==> src/rtl/spi_pin_expander.sv <==
// SPI mode-0 slave exposing WIDTH GPIO pins: write pin_out/pin_oe, read pin_in/pin_oe.
// Build macro PIN_CHANGE_IRQ_EN adds a sticky pin-change register (command 0x05) and irq_n.
`timescale 1ns/1ps
module spi_pin_expander #(
   parameter int WIDTH       = 16,
   parameter int SYNC_STAGES = 2
) (
   input  logic             clk,
   input  logic             reset_n,
   input  logic             spi_sck,
   input  logic             spi_ss_n,
   input  logic             spi_mosi,
   output logic             spi_miso,
   output logic             spi_miso_oe,
   input  logic [WIDTH-1:0] pin_in,
   output logic [WIDTH-1:0] pin_out,
   output logic [WIDTH-1:0] pin_oe
`ifdef PIN_CHANGE_IRQ_EN
   ,
   output logic             irq_n
`endif
);
   // state  | meaning
   // IDLE   | slave not selected, waiting for ss_n falling edge
   // CMD    | shifting in the 8-bit command
   // DATA   | WIDTH-bit data phase (write shift-in or read shift-out)
   // IGNORE | unknown command or data phase done; wait for ss_n high
   typedef enum logic [1:0] {IDLE, CMD, DATA, IGNORE} state_t;

`ifdef PIN_CHANGE_IRQ_EN
   localparam logic [7:0] MAX_CMD = 8'h05;
`else
   localparam logic [7:0] MAX_CMD = 8'h04;
`endif
   localparam logic [4:0] LAST_BIT = 5'(WIDTH - 1);

   logic [SYNC_STAGES-1:0] sck_sync, ss_sync, mosi_sync;
   logic                   sck_s, ss_s, mosi_s, sck_prev, ss_prev;
   logic                   sck_rise, sck_fall, ss_fall;
   logic                   started, armed;

   state_t           state;
   logic [4:0]       bit_cnt;
   logic [6:0]       cmd_sr;
   logic [2:0]       op;
   logic [WIDTH-2:0] data_sr;
   logic [WIDTH-1:0] shreg, snap_src, data_next;
   logic [7:0]       cmd_full;
   logic             cmd_done, cmd_valid, op_read;

   always_ff @(posedge clk) begin
      if (!reset_n) begin
         sck_sync  <= '0;
         ss_sync   <= '1;
         mosi_sync <= '0;
         sck_prev  <= 1'b0;
         ss_prev   <= 1'b1;
         started   <= 1'b0;
         armed     <= 1'b0;
      end else begin
         sck_sync  <= {sck_sync[SYNC_STAGES-2:0], spi_sck};
         ss_sync   <= {ss_sync[SYNC_STAGES-2:0], spi_ss_n};
         mosi_sync <= {mosi_sync[SYNC_STAGES-2:0], spi_mosi};
         sck_prev  <= sck_s;
         ss_prev   <= ss_s;
         started   <= 1'b1;
         // The reset-forced 1s draining out of the ss_n chain must not look like a select.
         if (started && ss_sync[0]) armed <= 1'b1;
      end
   end

   assign sck_s       = sck_sync[SYNC_STAGES-1];
   assign ss_s        = ss_sync[SYNC_STAGES-1];
   assign mosi_s      = mosi_sync[SYNC_STAGES-1];
   assign sck_rise    = sck_s & ~sck_prev;
   assign sck_fall    = ~sck_s & sck_prev;
   assign ss_fall     = armed & ss_prev & ~ss_s;
   assign spi_miso_oe = ~ss_s;

   assign cmd_full  = {cmd_sr, mosi_s};
   assign cmd_done  = (state == CMD) && sck_rise && (bit_cnt == 5'd7);
   assign cmd_valid = (cmd_full != 8'h00) && (cmd_full <= MAX_CMD);
   assign op_read   = (op == 3'd3) || (op == 3'd4) || (op == 3'd5);
   assign data_next = {data_sr, mosi_s};

`ifdef PIN_CHANGE_IRQ_EN
   logic [WIDTH-1:0] pin_s1, pin_s2, pin_s3, chg;
   logic             snap_chg;

   assign snap_chg = cmd_done && !ss_s && (cmd_full == 8'h05);

   always_ff @(posedge clk) begin
      if (!reset_n) begin
         pin_s1 <= '0;
         pin_s2 <= '0;
         pin_s3 <= '0;
         chg    <= '0;
      end else begin
         pin_s1 <= pin_in;
         pin_s2 <= pin_s1;
         pin_s3 <= pin_s2;
         // Clear only what the read captured; a change landing this cycle stays set.
         chg    <= (chg & ~(snap_chg ? chg : '0)) | (pin_s2 ^ pin_s3);
      end
   end

   assign irq_n = ~|chg;
`endif

   always_comb begin
      snap_src = '0;
      case (cmd_full)
         8'h03:   snap_src = pin_in;
         8'h04:   snap_src = pin_oe;
`ifdef PIN_CHANGE_IRQ_EN
         8'h05:   snap_src = chg;
`endif
         default: snap_src = '0;
      endcase
   end

   always_ff @(posedge clk) begin
      if (!reset_n) begin
         state    <= IDLE;
         bit_cnt  <= '0;
         cmd_sr   <= '0;
         op       <= '0;
         data_sr  <= '0;
         shreg    <= '0;
         pin_out  <= '0;
         pin_oe   <= '0;
         spi_miso <= 1'b0;
      end else if (ss_s) begin
         state    <= IDLE;
         bit_cnt  <= '0;
         spi_miso <= 1'b0;
      end else begin
         case (state)
            IDLE: begin
               if (ss_fall) begin
                  state   <= CMD;
                  bit_cnt <= '0;
               end
            end
            CMD: begin
               if (sck_rise) begin
                  cmd_sr  <= cmd_full[6:0];
                  bit_cnt <= bit_cnt + 5'd1;
                  if (cmd_done) begin
                     bit_cnt <= '0;
                     op      <= cmd_full[2:0];
                     shreg   <= snap_src;
                     state   <= cmd_valid ? DATA : IGNORE;
                  end
               end
            end
            DATA: begin
               if (sck_fall && op_read) begin
                  spi_miso <= shreg[WIDTH-1];
                  shreg    <= {shreg[WIDTH-2:0], 1'b0};
               end
               if (sck_rise) begin
                  data_sr <= data_next[WIDTH-2:0];
                  bit_cnt <= bit_cnt + 5'd1;
                  if (bit_cnt == LAST_BIT) begin
                     state    <= IGNORE;
                     spi_miso <= 1'b0;
                     if (op == 3'd1) pin_out <= data_next;
                     if (op == 3'd2) pin_oe  <= data_next;
                  end
               end
            end
            default: spi_miso <= 1'b0;
         endcase
      end
   end
endmodule

==> config.mk <==
export PLATFORM = sky130hd
export DESIGN_NAME = spi_pin_expander
export DESIGN_NICKNAME = d
export VERILOG_FILES = /design/src/rtl/spi_pin_expander.sv
export SDC_FILE = /design/constraint.sdc
export NUM_CORES = 1
export LEC_CHECK = 0
export CAP_MARGIN = 10
export CORE_ASPECT_RATIO = 0.7
export CORE_UTILIZATION = 49
export DETAILED_ROUTE_END_ITERATION = 16
export PLACE_DENSITY = 0.84
export SLEW_MARGIN = 40
export SYNTH_ARGS = -nofsm -noshare
export SYNTH_HDL_FRONTEND = slang
export SYNTH_SLANG_ARGS = --single-unit
==> constraint.sdc <==
create_clock -name clk -period 1.7 [get_ports clk]
set_input_delay 0.34 -clock clk [delete_from_list [all_inputs] [get_ports clk]]
set_output_delay 0.34 -clock clk [all_outputs]
set_load 0.005 [all_outputs]
==> metrics, run 1 <==
Hold Buf Count CTS 0; # diodes 0; Die Wd 109 um; critical path arrival 1990 ps; failing checks setup timing; RSZ-0062 raised after global routing yes; final setup vio count 9; Reg power frac 0.487; Setup Skew 7.42 ps; Routed WL 10400 um; Worst VDD drop 650 uV; clk root buf clkbuf_16; Max transition margin 0.607; worst slew pin tran 589 ps; Req. time, crit path 1900 ps; Critical Path End pin_oe[12]; gr ovfl total 0; NetSw 0.000871 W; total CTS buffers 9; CP peak stage delay 330 ps; htree depth 3; CTS max path bufs 2; FP Rows 26; most used cell, CP ha_4; met3 GRT Util 0.0689; Worst setup startpoint bit_cnt[1]; Port-buffer cells 54; maximum clock frequency 559 MHz; Worst Path Max Fanout 16; ANT nets after route 0; Post-layout nets 538; number of global-route vias before repair 3321; sequential area share after synthesis 0.462; WL/cell 16.9 um; pwr/cell area 830 nW/um2; die area 8420 um2; CORE AREA 7550 um2; Synth cell types 43; outcome finished, violations left; Skew-Pair Late Insertion Delay 340 ps; P&R area growth vs syn 34.5%; I/O pin cnt 55; clock sinks 91; total track usage 0.264; FF-to-FF Start bit_cnt[1]; Post-synth top flop dfxtp_1; GR peak layer met2; capturing point of the worst reg2reg path pin_oe[12]; die height 77.1 um; Reg clk slew, reported paths 60 ps; worst reg2reg path depth 8; GP Congestion 0.826; Crit path max-delay family simple AND/OR/NAND/NOR gates; Max Slew Vio Count 0; Final Hold Fails 0; Yosys reg bits 91; largest net degree at the start of global routing 60; Yosys top cell by area dfxtp_1; DRT iter0 DRCs 340; fin crit share 1.05; GR Layer Usage met1 0.358; Max Cap Viol 0; Area contributors post-synth dfxtp_1 46%, mux2i_1 11%, nand2_1 5.4%, nand4_1 5.1%, nor2_1 4.4%; total negative slack -179 ps; Hold Path Class register to register; number of cells on the critical path 8; CP startpoint kind register; vias 3517; worst-path cell chain ha_4 > and3_4 > ha_4 > nor2b_4 > nand4b_1 > buf_12 > mux2i_4 > nor2_2; final setup margin -88.3 ps; Post-Route Utilization 0.703; slowest CP cell dfxtp_2; met2 Use GR 0.409; antenna violations before repair 0; DR pass1 iterations 5; Mapped Avg Cell Area 9.26 um2; Synth top area share 0.462; syn nets 453; most frequent cell after synthesis dfxtp_1; internal power 0.00353 W; initial core utilization 0.523; dpl hpwl 6730 um; fillers 530; leakage 2.19 nW; share of cells above drive strength 1 0.183; WP buf/inv 1; Synth Warn # 0; drt drc 0; Post-synth top cells 91 x dfxtp_1, 57 x nand2_1, 46 x nor2_1; CTS tree yes; FF-to-FF setup slack -90 ps; ys async rst share 0; Vias/cell 5.74; Clock Power Share 0.481; Logic pwr share 0.032; Mapped Area 3950 um2; sw frac 0.198; Setup crit end kind register; Setup CP Type register to register; EDFF count, synth 0; first-pass GRT wire length 16900 um; Final min period 1790 ps; Cells after Synth 426
## state kept, by name, summed over array words and instances (netlist names), 2 cells and up
signal and count:
state 2, ss_sync 2, mosi_sync 2, data_sr 15
cmd_sr 7, pin_oe 16, shreg 16, sck_sync 2
bit_cnt 5, pin_out 16, op 3
## placed cells by master (no fill, tap or decap), types with 2 or more instances in the layout
cell / count
a21oi_1: 23
and2_1: 5
a22o_1: 15
clkbuf_16: 9
buf_12: 4
clkdlybuf4s50_1: 53
and4bb_2: 3
mux2i_1: 42
nor2_1: 44
nand2_1: 57
nand4b_1: 3
nand3b_1: 3
nand2b_1: 7
ha_1: 2
inv_1: 4
buf_6: 5
nor2b_1: 2
bufinv_16: 2
nand3_1: 25
ha_4: 4
dfxtp_1: 87
buf_4: 36
inv_2: 4
dfxtp_4: 2
nand4_1: 32
o21ai_1: 2
dfxtp_2: 2
a221oi_4: 2
nor2_2: 2
nor4b_4: 2
## layout make-up
class / instances / area, um2 / area share
Sequential cell: 91 / 1830 / 0.345
Inverter: 9 / 36.3 / 0.00684
Clock inverter: 4 / 73.8 / 0.0139
Tap cell: 98 / 123 / 0.0231
Timing Repair Buffer: 100 / 951 / 0.179
Multi-Input combinational cell: 300 / 2050 / 0.386
Clock buffer: 11 / 243 / 0.0457
## power groups by stage
stage,combinational (W),sequential [W],clock (W)
after floorplan,0.0000544,0.00219,0
after global placement,0.000135,0.00220,0
after detailed placement,0.000136,0.00220,0
after CTS,0.000138,0.00215,0.00216
after global routing,0.000150,0.00215,0.00224
final,0.000140,0.00215,0.00212
## worst min-delay path by stage
stage	startpoint	end	cells past startpoint
4_1_cts	mosi_sync[0]	mosi_sync[1]	1
3_3_place_gp	sck_sync[0]	sck_sync[1]	1
3_5_place_dp	mosi_sync[0]	mosi_sync[1]	1
2_1_floorplan	reset_n	started	0
6_report	mosi_sync[0]	mosi_sync[1]	1
5_1_grt	mosi_sync[0]	mosi_sync[1]	1
## routing by layer
layer,wire length [um],up-vias
met5,0,-
met4,127,0
met3,699,17
met2,4720,147
met1,4820,1680
li1,-,1673
## cell families after synthesis
logic type | synth area share
AND/OR/NAND/NOR | 0.263
flip-flops | 0.462
multiplexers | 0.109
adder cells (fa/ha/maj) | 0.0190
XOR/XNOR | 0.00222
AO/OA/AOI/OAI | 0.0989
buffers and inverters | 0.0460
## what timing repair did
item	CTS	global route
pin swaps	3	2
setup endpoints to repair	56	56
buffers inserted	1	0
gates cloned	1	0
resized for setup	17	12
## metrics by stage
stage | total power, W | setup WS, ps | cell area, um2 | hold WS, ps | std cells
after CTS | 0.00445 | -81.4 | 5270 | 443 | 613
after global routing | 0.00454 | -118 | 5310 | 456 | 613
after floorplan | 0.00225 | 7.78 | 4000 | 368 | 426
after global placement | 0.00233 | -204 | 4870 | 422 | 596
after detailed placement | 0.00233 | -356 | 4870 | 425 | 596
final | 0.00441 | -88.3 | 5310 | 440 | 613
No activity file was read; power rests on OpenSTA's default activity.
==> inputs of run 2 (changes only) <==
--- a/config.mk
+++ b/config.mk
@@ -7,9 +7,9 @@
 export LEC_CHECK = 0
 export CAP_MARGIN = 10
 export CORE_ASPECT_RATIO = 0.7
-export CORE_UTILIZATION = 49
+export CORE_UTILIZATION = 45
 export DETAILED_ROUTE_END_ITERATION = 16
-export PLACE_DENSITY = 0.84
+export PLACE_DENSITY = 0.78
 export SLEW_MARGIN = 40
 export SYNTH_ARGS = -nofsm -noshare
 export SYNTH_HDL_FRONTEND = slang
==> run 2 against run 1 <==
Compared with the run above: the flow still finishes with violations (setup timing); sequential share of layout area decreased by 0.59 points; global-route usage decreased by 2.4 points; via count increased by 1.1%; sequential cell count unchanged; total power decreased by 3.3%; non-clock buffer count increased by 4; largest power group unchanged.
==> metrics, run 2 (synthesis gave the netlist of run 1 again) <==
outcome finished, violations left; failing checks setup timing; Worst Path Max Fanout 8; Max Cap Viol 0; RSZ-0062 raised after global routing yes; total CTS buffers 9; ANT nets after route 0; P&R area growth vs syn 36.9%; CTS tree yes; Setup Skew 6.38 ps; Post-layout nets 543; WL/cell 16.5 um; Final Hold Fails 0; leakage 2.24 nW; Routed WL 10600 um; DRT iter0 DRCs 316; CP startpoint kind register; initial core utilization 0.465; worst slew pin tran 594 ps; Reg clk slew, reported paths 60 ps; GP Congestion 0.818; antenna violations before repair 0; Port-buffer cells 54; commonest cells after routing, fill and taps aside 86 x dfxtp_1, 57 x nand2_1, 54 x clkdlybuf4s50_1; Setup CP Type register to register; fin crit share 1.05; fin area 5400 um2; Setup crit end kind register; I/O pin cnt 55; CTS max path bufs 2; # diodes 0; Worst VDD drop 599 uV; pwr/cell area 788 nW/um2; number of global-route vias before repair 3347; Vias/cell 5.56; maximum clock frequency 562 MHz; total negative slack -682 ps; htree depth 3; DR pass1 iterations 5; die height 80.4 um; Post-Route Utilization 0.637; Req. time, crit path 1910 ps; FP Rows 28; most common cell after layout, fill and taps aside dfxtp_1; first-pass GRT wire length 16800 um; dpl hpwl 6750 um; vias 3557; gr ovfl total 0; final setup vio count 20; pre-CTS setup slack -263 ps; largest registers pin_oe (16), pin_out (16), shreg (16); Max Slew Vio Count 0; placed standard-cell area 4830 um2; share of cells above drive strength 1 0.196; largest net degree at the start of global routing 60; final setup margin -78.7 ps; clk root buf clkbuf_16; CORE AREA 8480 um2; drt drc 0; total track usage 0.240; Skew-Pair Late Insertion Delay 350 ps; Hold Path Class register to register; Final min period 1780 ps; critical path arrival 1990 ps; Max transition margin 0.604; Die Wd 114 um; die area 9150 um2; clock sinks 91
## run 2: changes by cell type in the layout (fill, tap and decap cells not counted), moves of 2 or more
cell	delta
buf_6	+2
a21oi_1	-2
clkinv_4	+2
buf_4	+2
## run 2: critical path, stage by stage, from the launching register on
cell and delay (ps):
dfxtp_2 350, ha_4 130, and3_4 190, ha_4 150, nor2b_4 150, nand4b_1 130
buf_6 160, buf_12 140, mux2i_1 170, nor2_1 60
## run 2: area by class of cell
type	instances	area, um2
clock buffers	10	229
clock inverters	5	63.8
fillers	670	3080
inverters	9	38.8
multi-input cells	301	2080
flip-flops and latches	91	1830
well taps	120	150
repair buffers	104	1010
## run 2: timing repair
| action | 4_1_cts | 5_1_grt |
|---|---|---|
| hold buffers | 0 | 0 |
| pin swaps | 16 | 20 |
| endpoints found under the setup margin | 55 | 55 |
| cloned | 2 | 1 |
| buffers inserted | 9 | 6 |
| gates resized for setup | 29 | 11 |
## run 2: metal layers
metal,share of wire,vias to the layer above,track usage
met4,0.012,0,0.0844
li1,-,1688,-
met3,0.074,14,0.0619
met1,0.47,1702,0.321
met5,0,-,0
met2,0.45,153,0.375
## run 2: per-stage QoR
stage	hold slack (ps)	total power [W]	instances
2_1_floorplan	368	0.00225	426
3_3_place_gp	424	0.00233	610
3_5_place_dp	431	0.00233	610
4_1_cts	438	0.00429	635
5_1_grt	460	0.00439	640
6_report	438	0.00426	640
## run 2: final timing paths
| kind | depth (start not counted) | endpoint | slack (ps) | from |
|---|---|---|---|---|
| hold reg to reg | 1 | sck_sync[1] | 440 | sck_sync[0] |
| hold / removal | 1 | sck_sync[1] | 440 | sck_sync[0] |
| setup reg to reg | 9 | pin_out[4] | -80 | bit_cnt[0] |
| setup / recovery | 9 | pin_out[4] | -80 | bit_cnt[0] |
## run 2: where the power goes
part,total (W),switching (W),internal [W]
registers,0.00215,0.00000958,0.00214
logic,0.000131,0.0000642,0.0000672
clock network,0.00198,0.000839,0.00114
total,0.00426,0.000912,0.00335
==> inputs of run 3 (changes only) <==
--- a/config.mk
+++ b/config.mk
@@ -6,10 +6,12 @@
 export NUM_CORES = 1
 export LEC_CHECK = 0
 export CAP_MARGIN = 10
+export CELL_PAD_IN_SITES_DETAIL_PLACEMENT = 0
+export CELL_PAD_IN_SITES_GLOBAL_PLACEMENT = 1
 export CORE_ASPECT_RATIO = 0.7
-export CORE_UTILIZATION = 45
+export CORE_UTILIZATION = 37
 export DETAILED_ROUTE_END_ITERATION = 16
-export PLACE_DENSITY = 0.78
+export PLACE_DENSITY = 0.83
 export SLEW_MARGIN = 40
 export SYNTH_ARGS = -nofsm -noshare
 export SYNTH_HDL_FRONTEND = slang
==> run 3 against run 2 <==
Compared with the run above: the run still ends with setup timing left; total power shrank 3.8%; critical path depth is the same; global-route usage is 4.6 points lower; worst hold slack about the same; design area increased by 1.9%; count of clock-buffer cells in the layout is 1 lower; final cell count rose by 3.0%; clock power down 9%; setup slack lost 4.9 ps; register-to-register slack about the same; largest power group unchanged; non-clock buffer count is 8 higher; critical endpoint is now pin_out[6]; via count fell by 3.5%.
==> metrics, run 3 (synthesis gave the netlist of run 1 again) <==
Reg clk slew, reported paths 70 ps; P&R area growth vs syn 39.6%; Logic pwr share 0.034; DR pass1 iterations 6; slowest CP cell dfxtp_4; total CTS buffers 9; Reg power frac 0.524; first-pass GRT wire length 16600 um; Skew-Pair Late Insertion Delay 340 ps; gr ovfl total 0; ANT nets after route 0; number of global-route vias before repair 3317; most common cell after layout, fill and taps aside dfxtp_1; largest registers pin_oe (16), pin_out (16), shreg (16); Post-layout nets 551; CORE AREA 10400 um2; I/O pin cnt 55; maximum clock frequency 561 MHz; Hold Path Class register to register; sw frac 0.220; outcome finished, violations left; final setup margin -83.6 ps; Port-buffer cells 54; Setup crit end kind register; fillers 931; pre-CTS setup slack -160 ps; drt drc 0; internal power 0.00320 W; failing checks setup timing; Clock Power Share 0.442; DRT iter0 DRCs 241; share of cells above drive strength 1 0.218; Hold Buf Count CTS 0; Setup Skew 13.3 ps; antenna violations before repair 0; RSZ-0062 raised after global routing yes; Max Cap Viol 0; Max Slew Vio Count 0; fin crit share 1.05; commonest cells after routing, fill and taps aside 86 x dfxtp_1, 57 x nand2_1, 53 x clkdlybuf4s50_1; final setup vio count 36; Final Hold Fails 0; total track usage 0.194; initial core utilization 0.381; Worst VDD drop 655 uV; die height 88.4 um; Die Wd 125 um; FP Rows 31; die area 11100 um2; # diodes 0; Final min period 1780 ps; htree depth 3; CP startpoint kind register; critical path arrival 2000 ps; vias 3432; CP peak stage delay 380 ps; CTS tree yes; Worst Path Max Fanout 8; leakage 2.28 nW; Setup CP Type register to register; pwr/cell area 744 nW/um2; worst slew pin tran 538 ps; Routed WL 10800 um; clk root buf clkbuf_16; WL/cell 16.4 um; GP Congestion 0.776; non-filler cells, final 659; dpl hpwl 7050 um; Req. time, crit path 1920 ps; Max transition margin 0.641; NetSw 0.000904 W; CTS max path bufs 2; Vias/cell 5.21; clock sinks 91; largest net degree at the start of global routing 55; worst-path cell chain inv_4 > ha_4 > buf_8 > and4bb_2 > nand4b_1 > buf_6 > buf_12 > mux2i_2 > nor2_1; Placed Cells 632
[run 3: cell type report]
class,instances,area (um2),area share
repair buffers,112,1090,0.198
flip-flops and latches,91,1830,0.333
clock buffers,9,225,0.0409
multi-input cells,301,2120,0.384
clock inverters,5,41.3,0.00750
well taps,132,165,0.0300
inverters,9,38.8,0.00704
[run 3: repair_timing]
item                                    in CTS  in global routing
cloned                                       0                  3
endpoints found under the setup margin      55                 55
endpoints found under the hold margin        0                  0
pin swaps                                    8                 15
resized for setup                           32                 13
buffers inserted                             5                  7
[run 3: worst max-delay path: cells and delay by family, from the launching register on]
kind | cells | cell delay [ps]
multiplexers | 1 | 210
AND/OR/NAND/NOR | 3 | 430
adder cells (fa/ha/maj) | 1 | 170
flip-flops | 1 | 380
buffers and inverters | 4 | 450
[run 3: final timing paths]
check / start / endpoint / slack (ps) / depth (start not counted)
min reg2reg: sck_sync[0] / sck_sync[1] / 440 / 1
max: state[0] / pin_out[6] / -80 / 9
min: sck_sync[0] / sck_sync[1] / 440 / 1
max reg2reg: state[0] / pin_out[6] / -80 / 9
[run 3: per-layer routing]
layer	vias up	part of all wire	track usage
met5	-	0	0
met4	0	0.0075	0.0710
met3	8	0.035	0.0453
met2	68	0.47	0.301
met1	1647	0.49	0.265
li1	1709	-	-
[run 3: power groups by stage]
stage               Sequential (W)  Clock [W]  Combinational (W)
floorplan                  0.00219          0          0.0000544
global placement           0.00220          0           0.000135
detailed placement         0.00220          0           0.000137
CTS                        0.00215    0.00186           0.000135
global route               0.00215    0.00195           0.000149
finish                     0.00215    0.00181           0.000139
[run 3: metrics by stage]
stage	TNS, ps	hold slack, ps	power (W)	util	area (um2)
CTS	-777	440	0.00414	0.515	5340
global placement	-7080	421	0.00233	0.476	4920
floorplan	0	368	0.00225	-	4000
global route	-4920	457	0.00424	0.532	5510
detailed placement	-7960	424	0.00234	0.476	4930
finish	-2130	438	0.00410	0.532	5510
